--- config.mk ---
export PLATFORM = sky130hd
export DESIGN_NAME = dot_product_reader
export DESIGN_NICKNAME = d
export VERILOG_FILES = /design/src/rtl/dot_product_reader.sv
export SDC_FILE = /design/constraint.sdc
export NUM_CORES = 1
export LEC_CHECK = 0
export BUFFER_PORTS_ARGS = -buffer_cell sky130_fd_sc_hd__clkbuf_2
export CAP_MARGIN = 10
export CORE_ASPECT_RATIO = 0.6
export CORE_MARGIN = 4
export CORE_UTILIZATION = 35
export DETAILED_ROUTE_END_ITERATION = 7
export PLACE_DENSITY = 0.54
export SYNTH_ARGS = -nofsm -noshare
export SYNTH_HDL_FRONTEND = slang
export SYNTH_SLANG_ARGS = --single-unit
--- constraint.sdc ---
create_clock -name clk_i -period 13.15 [get_ports clk_i]
set_input_delay 1.315 -clock clk_i [delete_from_list [all_inputs] [get_ports clk_i]]
set_output_delay 1.315 -clock clk_i [all_outputs]
set_load 0.01 [all_outputs]
--- src/rtl/dot_product_reader.sv ---
// Read-side dot-product controller: streams A/B element pairs from two memories and accumulates their products.
// Optional feature macro: DOTP_SIGNED_EN treats operands and result as two's complement (default unsigned).
module dot_product_reader #(
    parameter int ADDR_WIDTH = 4,
    parameter int DATA_WIDTH = 8,
    parameter int ACC_WIDTH  = 2*DATA_WIDTH+ADDR_WIDTH+1
) (
    input  logic                  clk_i,
    input  logic                  rst_i,
    input  logic                  start_i,
    input  logic [ADDR_WIDTH-1:0] base_addr_i,
    input  logic [ADDR_WIDTH:0]   len_i,
    output logic                  rd_en_o,
    output logic [ADDR_WIDTH-1:0] rd_addr_o,
    input  logic [DATA_WIDTH-1:0] a_data_i,
    input  logic [DATA_WIDTH-1:0] b_data_i,
    output logic                  busy_o,
    output logic [ACC_WIDTH-1:0]  result_o,
    output logic                  result_valid_o,
    input  logic                  result_ready_i
);

    localparam logic [ADDR_WIDTH:0] MAX_LEN = {1'b1, {ADDR_WIDTH{1'b0}}};
    localparam logic [ADDR_WIDTH:0] ONE_LEFT = {{ADDR_WIDTH{1'b0}}, 1'b1};

    typedef enum logic [1:0] {
        S_IDLE,
        S_READ,
        S_DRAIN,
        S_DONE
    } state_t;

    state_t                  state_q, state_d;
    logic [ADDR_WIDTH-1:0]   addr_q, addr_d;
    logic [ADDR_WIDTH:0]     cnt_q, cnt_d;
    logic [ACC_WIDTH-1:0]    acc_q, acc_d;
    logic [ACC_WIDTH-1:0]    result_q, result_d;
    logic                    vld_q;
    logic [2*DATA_WIDTH-1:0] prod;
    logic [ACC_WIDTH-1:0]    prod_ext;

`ifdef DOTP_SIGNED_EN
    assign prod = $signed({{DATA_WIDTH{a_data_i[DATA_WIDTH-1]}}, a_data_i})
                * $signed({{DATA_WIDTH{b_data_i[DATA_WIDTH-1]}}, b_data_i});
    assign prod_ext = {{(ACC_WIDTH-2*DATA_WIDTH){prod[2*DATA_WIDTH-1]}}, prod};
`else
    assign prod = {{DATA_WIDTH{1'b0}}, a_data_i} * {{DATA_WIDTH{1'b0}}, b_data_i};
    assign prod_ext = {{(ACC_WIDTH-2*DATA_WIDTH){1'b0}}, prod};
`endif

    assign rd_en_o        = (state_q == S_READ);
    assign rd_addr_o      = addr_q;
    assign busy_o         = (state_q != S_IDLE);
    assign result_valid_o = (state_q == S_DONE);
    assign result_o       = result_q;

    // Memory data arrives one cycle after each read, so the accumulate runs one cycle behind rd_en.
    always_comb begin
        state_d  = state_q;
        addr_d   = addr_q;
        cnt_d    = cnt_q;
        acc_d    = acc_q;
        result_d = result_q;
        if (vld_q) begin
            acc_d = acc_q + prod_ext;
        end
        case (state_q)
            S_IDLE: begin
                if (start_i) begin
                    if (len_i == '0) begin
                        result_d = '0;
                        state_d  = S_DONE;
                    end else begin
                        addr_d  = base_addr_i;
                        cnt_d   = (len_i > MAX_LEN) ? MAX_LEN : len_i;
                        acc_d   = '0;
                        state_d = S_READ;
                    end
                end
            end
            S_READ: begin
                addr_d = addr_q + 1'b1;
                cnt_d  = cnt_q - 1'b1;
                if (cnt_q == ONE_LEFT) begin
                    state_d = S_DRAIN;
                end
            end
            S_DRAIN: begin
                result_d = acc_d;
                state_d  = S_DONE;
            end
            S_DONE: begin
                if (result_ready_i) begin
                    state_d = S_IDLE;
                end
            end
            default: state_d = S_IDLE;
        endcase
    end

    always_ff @(posedge clk_i) begin
        if (rst_i) begin
            state_q  <= S_IDLE;
            addr_q   <= '0;
            cnt_q    <= '0;
            acc_q    <= '0;
            result_q <= '0;
            vld_q    <= 1'b0;
        end else begin
            state_q  <= state_d;
            addr_q   <= addr_d;
            cnt_q    <= cnt_d;
            acc_q    <= acc_d;
            result_q <= result_d;
            vld_q    <= rd_en_o;
        end
    end

endmodule

==> metrics.md <==
| Metric | Value |
|---|---|
| Status | finished clean |
| Cell count after placement | about 830 |
| Worst Path Class, Setup | in2reg |
| Num CTS Buffers | 5 |
| Drt total wl | around 11,000 um |
| Worst-path clk slew | approximately 0.070 ns |
| Slew headroom | 0.192 |
| Worst-Margin Slew | roughly 1.2 ns |
| Hold/Removal Path Class | reg2reg |
| Met2 wire length | around 5000 um |
| Post-Route Skew | about 0.01 ns |
| P per Cell Area | between 150 and 200 mW/mm^2 |
| Placed Instance Area | roughly 0.0055 mm^2 |
| P&R area growth vs syn | 12.2% |
| Met3 wire len | between 500 and 600 um |
| CTS Buffer Depth | 2 |
| #FFs+latches synth | 54 |
| Pins Over Slew Limit | 0 |
| Post-route non-filler standard cell count | 840 |
| Syn nets | 730 |
| Die H | slightly above 100 um |
| Antenna cells | 0 |
| Post-CTS Setup Inserts | 0 |
| Multi-input gate area | 0.00342 mm^2 |
| Min-delay src | result_o[9]$_SDFFE_PP0P_ |
| Critical path's largest stage delay | 0.62 ns |
| Max Clk Rate | approximately 0.17 GHz |
| Crit path DAT | ~6 ns |
| Unrepaired setup endpoints after global routing | false |
| Post-Syn Area | 0.00499 mm^2 |
| Vias in the first global route | roughly 4,000 |
| Tmin final | around 6 ns |
| Chip width | 162 um |
| Clock Latency Late Sink | ~0.30 ns |
| GRT overflow | 0 |
| Flop-to-flop setup slack | ~8.3 ns |
| Layout cells sized above 1 | 0.106 |
| CP max FO | 8 |
| Maximum vdd drop | around 0.064 mV |
| Initial drt markers | 276 |
| I/O pins | between 50 and 60 |
| Initial Util | 0.362 |
| Most frequent cells in the layout | 111 x inv_1, 59 x nand2_1, 56 x clkbuf_2, 54 x dfxtp_1 |
| Fillers | between 1,000 and 1,500 |
| Critical R2R Launch | acc_q[7]$_SDFF_PP0_ |
| Vias per cell | slightly below 5 |
| Final nets | 775 |
| Crit-path slowest cell | a221oi_1 |
| WL/cell | 13.7 um |
| Final Power | 0.926 mW |
| GRT Total Usage | 0.148 |
| CTS resizes | 0 |
| Post-place setup slack | approximately 7 ns |
| FF+latch area | 0.00108 mm^2 |
| Routed via count | about 4,000 |
| Fin crit share | 0.443 |
| Final WS setup | between 7 and 8 ns |
| Final Util | 0.406 |
| Met1 wire length | roughly 6000 um |
| Highest Signal Layer | met4 |
| Largest net degree at the start of global routing | 32 |
| Number of flops mapped to enable cells by yosys | 0 |
| Crit path top cell by count | fa_1 |
| Fin. Hold Viols | 0 |
| Sink Count | between 50 and 60 |
| Max-capacitance violation count | 0 |
| Crit-path cells | clkbuf_2 -> nand2_1 -> fa_1 -> fa_1 -> inv_1 -> fa_1 -> inv_1 -> fa_1 -> inv_1 -> ha_1 -> a21o_1 -> a221oi_1 -> o22ai_1 -> a21boi_0 -> xnor2_1 -> mux2i_1 -> o21ai_0 |
| CTS tree | built |
| Core footprint | approximately 0.014 mm^2 |
| Register area share after synthesis | 0.216 |
| Site row count | 33 |
| Dpl hpwl | 9570 um |
| Remaining DRCs | 0 |
| Critical path capture point type | flop |
| Initial antenna violation count | 0 |
| Leakage | 2.69 nW |
| CTS hold repair buffers | 0 |
| Final ANT Viol Nets | 0 |
| Hold slack | between 0.4 and 0.5 ns |
| Startpoint types | input port |
| Setup crit start | a_data_i[0] |
| Synth Instances | roughly 600 |
| Final RePlAce weighted congestion | approximately 0.88 |
| PortBufs | 56 |
| Global-route wire length before repair | around 20,000 um |
| Yosys cell types | 50 |
| Drt pass-1 iters | 5 |
| Commonest non-fill, non-tap cell in the layout | inv_1 |
| Dominant synthesized flop cell | dfxtp_1 |
| CP required | 13.33 ns |
| TNS Setup | 0 ns |
| Async SR Flop Fraction | 0 |
| Clock root buffer master | clkbuf_16 |
| H-tree depth | 2 |
| Fin area | between 0.005 and 0.006 mm^2 |
| Avg Cell Area, Syn | just over 8 um^2 |
| Yosys warnings | 0 |
| Count of final setup violators | 0 |
| Total Die Area | 0.0163 mm^2 |
## worst max-delay path: cells and delay by family
family	cells	cell delay, ns
adder cells (fa/ha/maj)	5	2.44
AND/OR/NAND/NOR	1	0.10
XOR/XNOR	1	0.10
buffers and inverters	4	0.31
multiplexers	1	0.18
AO/OA/AOI/OAI	5	1.53
## layer usage
| layer | vias up | track usage |
|---|---|---|
| li1 | 2021 | - |
| met1 | 1977 | 0.228 |
| met2 | 67 | 0.222 |
| met3 | 2 | 0.0335 |
| met4 | 0 | 0.0110 |
| met5 | - | 0 |
## final timing paths
kind | depth (start not counted) | end
worst max-delay path | 17 | result_o[13]$_SDFFE_PP0P_
worst min-delay path | 2 | result_o[9]$_SDFFE_PP0P_
worst max register to register | 16 | result_o[13]$_SDFFE_PP0P_
worst min register to register | 2 | result_o[9]$_SDFFE_PP0P_
## area by class of cell
cell class                      count  share of cell area
Clock inverter                      2             0.00290
Sequential cell                    54               0.193
Timing Repair Buffer               57              0.0513
Clock buffer                        6              0.0248
Tap cell                          192              0.0429
Inverter                          111              0.0743
Multi-Input combinational cell    418               0.611
## flip-flops by register name, summed over array words and instances, names as in the netlist
name       count
acc_q         21
result_o      21
cnt_q          5
rd_addr_o      4
state_q        2
vld_q          1
## where the power goes
group | internal (mW) | switching, mW | leakage (nW) | total [mW]
clock network | 0.0766 | 0.0621 | 0.0735 | 0.139
registers | 0.186 | 0.0187 | 0.438 | 0.205
logic | 0.228 | 0.354 | 2.18 | 0.582
## cell usage after synthesis (all sizes together) (2+ instances only)
master / count / area, um^2
xnor2: 7 / 61.3
ha: 49 / 613
or3: 5 / 31.3
nor2: 50 / 188
dfxtp: 54 / 1080
buf: 2 / 7.51
o31ai: 4 / 30.0
a21oi: 34 / 170
and2: 36 / 225
o21bai: 5 / 37.5
a21o: 5 / 37.5
nand4: 3 / 18.8
a211oi: 7 / 52.6
nand2b: 4 / 32.5
nand2: 59 / 221
xor2: 5 / 43.8
nor3: 7 / 35.0
fa: 50 / 1000
inv: 111 / 417
o21ai: 21 / 105
or2: 2 / 12.5
a22oi: 4 / 30.0
nor2b: 3 / 18.8
o22ai: 3 / 18.8
nand3: 11 / 55.1
mux2i: 15 / 150
clkbuf: 17 / 65.1
and3: 3 / 18.8
nor3b: 9 / 67.6
## kinds of logic after synthesis
kind of cell	after synthesis	synth area share
mux	16	0.0323
xor+xnor	12	0.0210
compound gates	96	0.119
buf+inv	130	0.0979
fa+ha+maj	99	0.323
flops	54	0.216
simple gates	195	0.190
(Power assumes the default switching activity.)
